$ cat src/rtl/egg_timer_ctrl_if.sv
// Button, tick and display signals of the egg timer controller.
// The controller takes the slave side; the driving environment takes the master side.
interface egg_timer_ctrl_if;
    logic       tick;
    logic       btn_start;
    logic       btn_min;
    logic       btn_sec;
    logic       btn_clear;
    logic [3:0] min_tens;
    logic [3:0] min_ones;
    logic [3:0] sec_tens;
    logic [3:0] sec_ones;
    logic       running;
    logic       alarm;
    logic       div_reset;

    modport master (
        output tick, btn_start, btn_min, btn_sec, btn_clear,
        input  min_tens, min_ones, sec_tens, sec_ones, running, alarm, div_reset
    );

    modport slave (
        input  tick, btn_start, btn_min, btn_sec, btn_clear,
        output min_tens, min_ones, sec_tens, sec_ones, running, alarm, div_reset
    );
endinterface

$ cat src/rtl/egg_timer_ctrl.sv
// Egg timer control: BCD mm:ss set/countdown with start/pause, clear and a
// timed alarm that returns to idle after ALARM_TICKS divider ticks.
module egg_timer_ctrl #(
    parameter int ALARM_TICKS     = 10,
    parameter int ALARM_CTR_WIDTH = 8
) (
    input  logic            clk,
    input  logic            reset,
    egg_timer_ctrl_if.slave bus
);

    typedef enum logic [1:0] {
        IDLE  = 2'd0,
        RUN   = 2'd1,
        PAUSE = 2'd2,
        ALARM = 2'd3
    } state_t;

    // Time register packs {min_tens, min_ones, sec_tens, sec_ones}.
    state_t                     state_q, state_d;
    logic [15:0]                time_q, time_d;
    logic [ALARM_CTR_WIDTH-1:0] acnt_q, acnt_d;
    logic                       div_reset_q, div_reset_d;

    logic [15:0] time_dec;
    logic        time_zero;

    function automatic logic [15:0] bcd_inc_min(input logic [15:0] t);
        logic [3:0] mt, mo, st, so;
        {mt, mo, st, so} = t;
        if (mo == 4'd9) begin
            mo = 4'd0;
            mt = (mt == 4'd9) ? 4'd0 : mt + 4'd1;
        end else begin
            mo = mo + 4'd1;
        end
        return {mt, mo, st, so};
    endfunction

    function automatic logic [15:0] bcd_inc_sec(input logic [15:0] t);
        logic [3:0] mt, mo, st, so;
        {mt, mo, st, so} = t;
        if (so == 4'd9) begin
            so = 4'd0;
            st = (st == 4'd5) ? 4'd0 : st + 4'd1;
        end else begin
            so = so + 4'd1;
        end
        return {mt, mo, st, so};
    endfunction

    // Seconds borrow from minutes (xx:00 -> xx-1:59); 00:00 stays put.
    function automatic logic [15:0] bcd_dec(input logic [15:0] t);
        logic [3:0] mt, mo, st, so;
        {mt, mo, st, so} = t;
        if (so != 4'd0) begin
            so = so - 4'd1;
        end else if (st != 4'd0) begin
            st = st - 4'd1;
            so = 4'd9;
        end else if ({mt, mo} != 8'd0) begin
            st = 4'd5;
            so = 4'd9;
            if (mo != 4'd0) begin
                mo = mo - 4'd1;
            end else begin
                mt = mt - 4'd1;
                mo = 4'd9;
            end
        end
        return {mt, mo, st, so};
    endfunction

    assign time_dec  = bcd_dec(time_q);
    assign time_zero = (time_q == 16'd0);

    always_comb begin
        state_d     = state_q;
        time_d      = time_q;
        acnt_d      = acnt_q;
        div_reset_d = 1'b0;
        unique case (state_q)
            IDLE: begin
                if (bus.btn_clear) begin
                    time_d = 16'd0;
                end else if (bus.btn_start) begin
                    if (!time_zero) begin
                        state_d     = RUN;
                        div_reset_d = 1'b1;
                    end
                end else begin
                    if (bus.btn_min && bus.btn_sec) begin
                        time_d = bcd_inc_sec(bcd_inc_min(time_q));
                    end else if (bus.btn_min) begin
                        time_d = bcd_inc_min(time_q);
                    end else if (bus.btn_sec) begin
                        time_d = bcd_inc_sec(time_q);
                    end
                end
            end
            RUN: begin
                if (bus.btn_clear) begin
                    state_d = IDLE;
                    time_d  = 16'd0;
                end else if (bus.btn_start) begin
                    state_d = PAUSE;
                end else if (bus.tick) begin
                    time_d = time_dec;
                    if (time_dec == 16'd0) begin
                        state_d = ALARM;
                        acnt_d  = ALARM_CTR_WIDTH'(ALARM_TICKS);
                    end
                end
            end
            PAUSE: begin
                if (bus.btn_clear) begin
                    state_d = IDLE;
                    time_d  = 16'd0;
                end else if (bus.btn_start) begin
                    state_d     = RUN;
                    div_reset_d = 1'b1;
                end
            end
            ALARM: begin
                if (bus.btn_clear || bus.btn_start) begin
                    state_d = IDLE;
                    acnt_d  = '0;
                end else if (bus.tick) begin
                    acnt_d = acnt_q - 1'b1;
                    if (acnt_q <= ALARM_CTR_WIDTH'(1)) begin
                        state_d = IDLE;
                        acnt_d  = '0;
                    end
                end
            end
            default: state_d = IDLE;
        endcase
    end

    always_ff @(posedge clk or posedge reset) begin
        if (reset) begin
            state_q     <= IDLE;
            time_q      <= 16'd0;
            acnt_q      <= '0;
            div_reset_q <= 1'b0;
        end else begin
            state_q     <= state_d;
            time_q      <= time_d;
            acnt_q      <= acnt_d;
            div_reset_q <= div_reset_d;
        end
    end

    assign bus.min_tens  = time_q[15:12];
    assign bus.min_ones  = time_q[11:8];
    assign bus.sec_tens  = time_q[7:4];
    assign bus.sec_ones  = time_q[3:0];
    assign bus.running   = (state_q == RUN);
    assign bus.alarm     = (state_q == ALARM);
    assign bus.div_reset = div_reset_q;

endmodule

$ cat src/flat_wrapper.sv
// flat-port wrapper written by rule: the top's interface ports become plain ports
module egg_timer_ctrl_flat 
#(
    parameter int ALARM_TICKS     = 10,
    parameter int ALARM_CTR_WIDTH = 8
)
  (clk, reset, bus_tick, bus_btn_start, bus_btn_min, bus_btn_sec, bus_btn_clear, bus_min_tens, bus_min_ones, bus_sec_tens, bus_sec_ones, bus_running, bus_alarm, bus_div_reset);
  egg_timer_ctrl_if bus_i ();
  input  logic clk;
  input  logic reset;
  input wire logic [$bits(bus_i.tick)-1:0] bus_tick;
  input wire logic [$bits(bus_i.btn_start)-1:0] bus_btn_start;
  input wire logic [$bits(bus_i.btn_min)-1:0] bus_btn_min;
  input wire logic [$bits(bus_i.btn_sec)-1:0] bus_btn_sec;
  input wire logic [$bits(bus_i.btn_clear)-1:0] bus_btn_clear;
  output wire logic [$bits(bus_i.min_tens)-1:0] bus_min_tens;
  output wire logic [$bits(bus_i.min_ones)-1:0] bus_min_ones;
  output wire logic [$bits(bus_i.sec_tens)-1:0] bus_sec_tens;
  output wire logic [$bits(bus_i.sec_ones)-1:0] bus_sec_ones;
  output wire logic [$bits(bus_i.running)-1:0] bus_running;
  output wire logic [$bits(bus_i.alarm)-1:0] bus_alarm;
  output wire logic [$bits(bus_i.div_reset)-1:0] bus_div_reset;
  assign bus_i.tick = bus_tick;
  assign bus_i.btn_start = bus_btn_start;
  assign bus_i.btn_min = bus_btn_min;
  assign bus_i.btn_sec = bus_btn_sec;
  assign bus_i.btn_clear = bus_btn_clear;
  assign bus_min_tens = bus_i.min_tens;
  assign bus_min_ones = bus_i.min_ones;
  assign bus_sec_tens = bus_i.sec_tens;
  assign bus_sec_ones = bus_i.sec_ones;
  assign bus_running = bus_i.running;
  assign bus_alarm = bus_i.alarm;
  assign bus_div_reset = bus_i.div_reset;
  egg_timer_ctrl #(.ALARM_TICKS(ALARM_TICKS), .ALARM_CTR_WIDTH(ALARM_CTR_WIDTH)) u_core (.clk(clk), .reset(reset), .bus(bus_i));
endmodule
$ cat config.mk
export PLATFORM = sky130hd
export DESIGN_NAME = egg_timer_ctrl_flat
export DESIGN_NICKNAME = d
export VERILOG_FILES = /design/src/rtl/egg_timer_ctrl_if.sv /design/src/rtl/egg_timer_ctrl.sv /design/src/flat_wrapper.sv
export SDC_FILE = /design/constraint.sdc
export NUM_CORES = 1
export LEC_CHECK = 0
export ABC_CLOCK_PERIOD_IN_PS = 2860
export CAP_MARGIN = 40
export CORE_MARGIN = 10
export CORE_UTILIZATION = 52
export DETAILED_ROUTE_END_ITERATION = 10
export PLACE_DENSITY = 0.83
export SYNTH_ARGS = -nofsm -noshare
export SYNTH_HDL_FRONTEND = slang
export SYNTH_SLANG_ARGS = --single-unit
export TNS_END_PERCENT = 10
$ cat constraint.sdc
create_clock -name clk -period 2.86 [get_ports clk]
set_input_delay 0.429 -clock clk [delete_from_list [all_inputs] [get_ports clk]]
set_output_delay 0.429 -clock clk [all_outputs]
set_load 0.005 [all_outputs]
==> flow_summary.ini <==
[status]
status = complete, but fails checks
violations = setup timing

[detailed_routing]
wirelength_um = 7740
ant_nets = 0
first_pass_iters = 5
route.detailed.drc = 0
num_vias = 2819
vias_per_cell = 6.24
drt-initial-drc-count = 358
wl_per_cell_um = 17.1

[setup_path]
slowest_delay_ns = 0.51
endpoint_kind = flop
start_kind = flop
crit_required_ns = 3.04
crit_type = reg2reg
ff2ff_setup_slack_ns = -0.01
path_cells = inv_1, ha_4, or3b_4, nor4_4, mux2i_1, nand3_1, or4_4, o21a_2, mux2_4
crit_fanout = 5
crit_path_top_delay_cell = or4_4
cp.arrival_ns = 3.05

[global_route]
track_usage_pct = 18.4
grt_pass1_wl_um = 13200
overflow = 0
grt_max_degree = 28
antenna_found_initial = 0
grt_pass1_vias = 2736

[placed_design]
place_hpwl_um = 5690
post-place-ws_ns = 0.0205
place_area_mm2 = 0.00323
portBuffers = 25
gp_congestion = 0.926
place_inst = 444

[cells_and_area]
synthToLayoutAreaGrowth_pct = 27.4
final_nets = 413
fin_area_mm2 = 0.00334
final_cells = 452
final_core_util_pct = 69.3
num_antenna_cells = 0
drive_gt1_share_pct = 20.0

[floorplanning]
pin_count = 26
die-area_mm2 = 0.00828
die-width_um = 91
initial_core_util_pct = 54.4
core_mm2 = 0.00482
fp-row-count = 25
die_h_um = 91

[synth]
synth_cell_types = 64
yosysSeqAreaShare_pct = 25.8
syn_nets = 349
yosysTopAreaCell = dfrtp_1
synth_top_family_by_area = compound AO/OA/AOI/OAI gates
postSynthCellCount = 322
ys_warn_count = 0
ys_top_cells_by_area = dfrtp_1, ha_1, o21ai_0
synthFlopType = dfrtp_1
async_reset_ff_share_pct = 100
synth-compound-area-share_pct = 28.8
avgSynthCellArea_um2 = 8.14
synthMuxAreaShare_pct = 3.29
synth-edff-count = 0
synth-seq-cells = 27
synth-xor-area-share_pct = 0
synth.cell_area_mm2 = 0.00262
synth-adder-area-share_pct = 9.55
synth_top_area_share_pct = 25.8
synth-simple-area-share_pct = 26.7

[timing]
min_period_ns = 2.87
finalSetupTns_ns = -0.0154
skew_ns = 0.00491
clock.fmax_mhz = 348
tightestPinTransition_ns = 0.593
hold_ws_ns = 0.501
setup_viol = 2
final_max_slew_viol_count = 0
relSlewSlack_pct = 60.3
min_period_over_period_pct = 100
finalHoldViolCount = 0
rsz0062_at_grt = yes
setup_slack_ns = -0.0111

[clocking]
cts_tree = built
holdBufCountCts = 0
htree_levels = 1
clk_pin_slew_worst_paths_ns = 0.11
cts_inserted_buffers = 3
cts_buffer_depth = 2
clockRootBuffer = clkbuf_8
worstSkewPairLatency_ns = 0.28
cts_sinks = 27

[pwr]
vdd_ir_drop_max_v = 0.000563
p_comb_share_pct = 75.7
p_clk_share_pct = 7.3
power.density_mw_per_mm2 = 975
seq_power_share_pct = 17.0
p_int_mw = 1.73
power_leakage_nw = 1.41
power_mw = 3.26
power.share.switching_pct = 46.8
switching_power_mw = 1.52

[hold_path]
worstHoldPathType = in2async

[flow_run]
drv_cap = 0
layout by cell type (no fill, tap or decap), types with 5 or more instances in the layout:
master,count
a21oi_1,23
and2_1,5
buf_4,45
clkdlybuf4s50_1,25
dfrtp_1,25
ha_1,18
inv_1,22
mux2i_1,6
nand2_1,22
nand3_1,9
nand3b_1,7
nand4_1,6
nor2_1,36
nor3_1,7
nor3b_1,5
o211ai_1,5
o21ai_0,28
worst paths after layout:
kind / from / to / cells after the start
max in group asynchronous: reset / u_core.time_q[8]$_DFFE_PP0P_ / 3
min in group clk: u_core.acnt_q[4]$_DFFE_PP0P_ / u_core.acnt_q[4]$_DFFE_PP0P_ / 2
min reg2reg: u_core.acnt_q[4]$_DFFE_PP0P_ / u_core.acnt_q[4]$_DFFE_PP0P_ / 2
min: reset / u_core.acnt_q[7]$_DFFE_PP0P_ / 3
max reg2reg: u_core.time_q[1]$_DFFE_PP0P_ / u_core.acnt_q[1]$_DFFE_PP0P_ / 9
max: u_core.time_q[1]$_DFFE_PP0P_ / u_core.acnt_q[1]$_DFFE_PP0P_ / 9
layer usage:
metal  global-route usage (%)  vias up  share of wire, %
li1                         -     1329                 -
met1                     22.9     1323                42
met2                     31.7      149                50
met3                     2.72       18               6.7
met4                     5.74        0               1.6
met5                        0        -                 0
sequential cells by signal, indices dropped and copies added (netlist names):
signal	count
u_core.acnt_q	8
u_core.bus.div_reset	1
u_core.state_q	2
u_core.time_q	16
Yosys cell counts, drive strengths merged, types with 3 or more instances:
master and instances:
nand2 22, o221ai 4, nor3b 6, ha 20, and2 5, o211ai 5, nand3 9, clkbuf 7
a41oi 3, a31oi 4, a211oi 3, or4 3, buf 4, mux2i 6, nor4 3, a22o 4
nand4 6, nor3 7, nand2b 4, dfrtp 27, nand3b 7, a21oi 23, inv 25, o21ai 31
nor2 36, or3b 4, o32ai 4
power groups by stage:
stage	combinational (mW)	sequential (mW)	clock [mW]
final	2.46	0.553	0.239
after global routing	2.69	0.565	0.262
after CTS	2.27	0.550	0.243
after detailed placement	2.25	0.557	0
after global placement	2.21	0.554	0
after floorplan	1.44	0.591	0
cells by family after synthesis:
group,count (synthesis)
muxes,8
and+or+nand+nor,122
buffers and inverters,36
adders and majority gates,20
AOI/OAI and AO/OA,109
DFF,27
worst max-delay path, delay by kind of cell, from the launching register on:
family                   cells  cell delay (ns)
flip-flops                   1             0.40
multiplexers                 2             0.60
buffers and inverters        1             0.14
AND/OR/NAND/NOR              4             1.22
adder cells (fa/ha/maj)      1             0.16
AO/OA/AOI/OAI                1             0.26
area by class of cell:
| cell class | count | area, µm² |
|---|---|---|
| inverter | 25 | 93.8 |
| sequential | 27 | 678 |
| clock inverter | 1 | 7.51 |
| fill | 399 | 1480 |
| tap | 67 | 83.8 |
| timing repair buffer | 70 | 588 |
| multi-input combinational | 259 | 1850 |
| clock buffer | 3 | 41.3 |
what timing repair did:
action	CTS	global route
endpoints found under the setup margin	0	10
buffers inserted	0	4
gates resized for setup	0	7
Power figures use the tool's default switching activity.
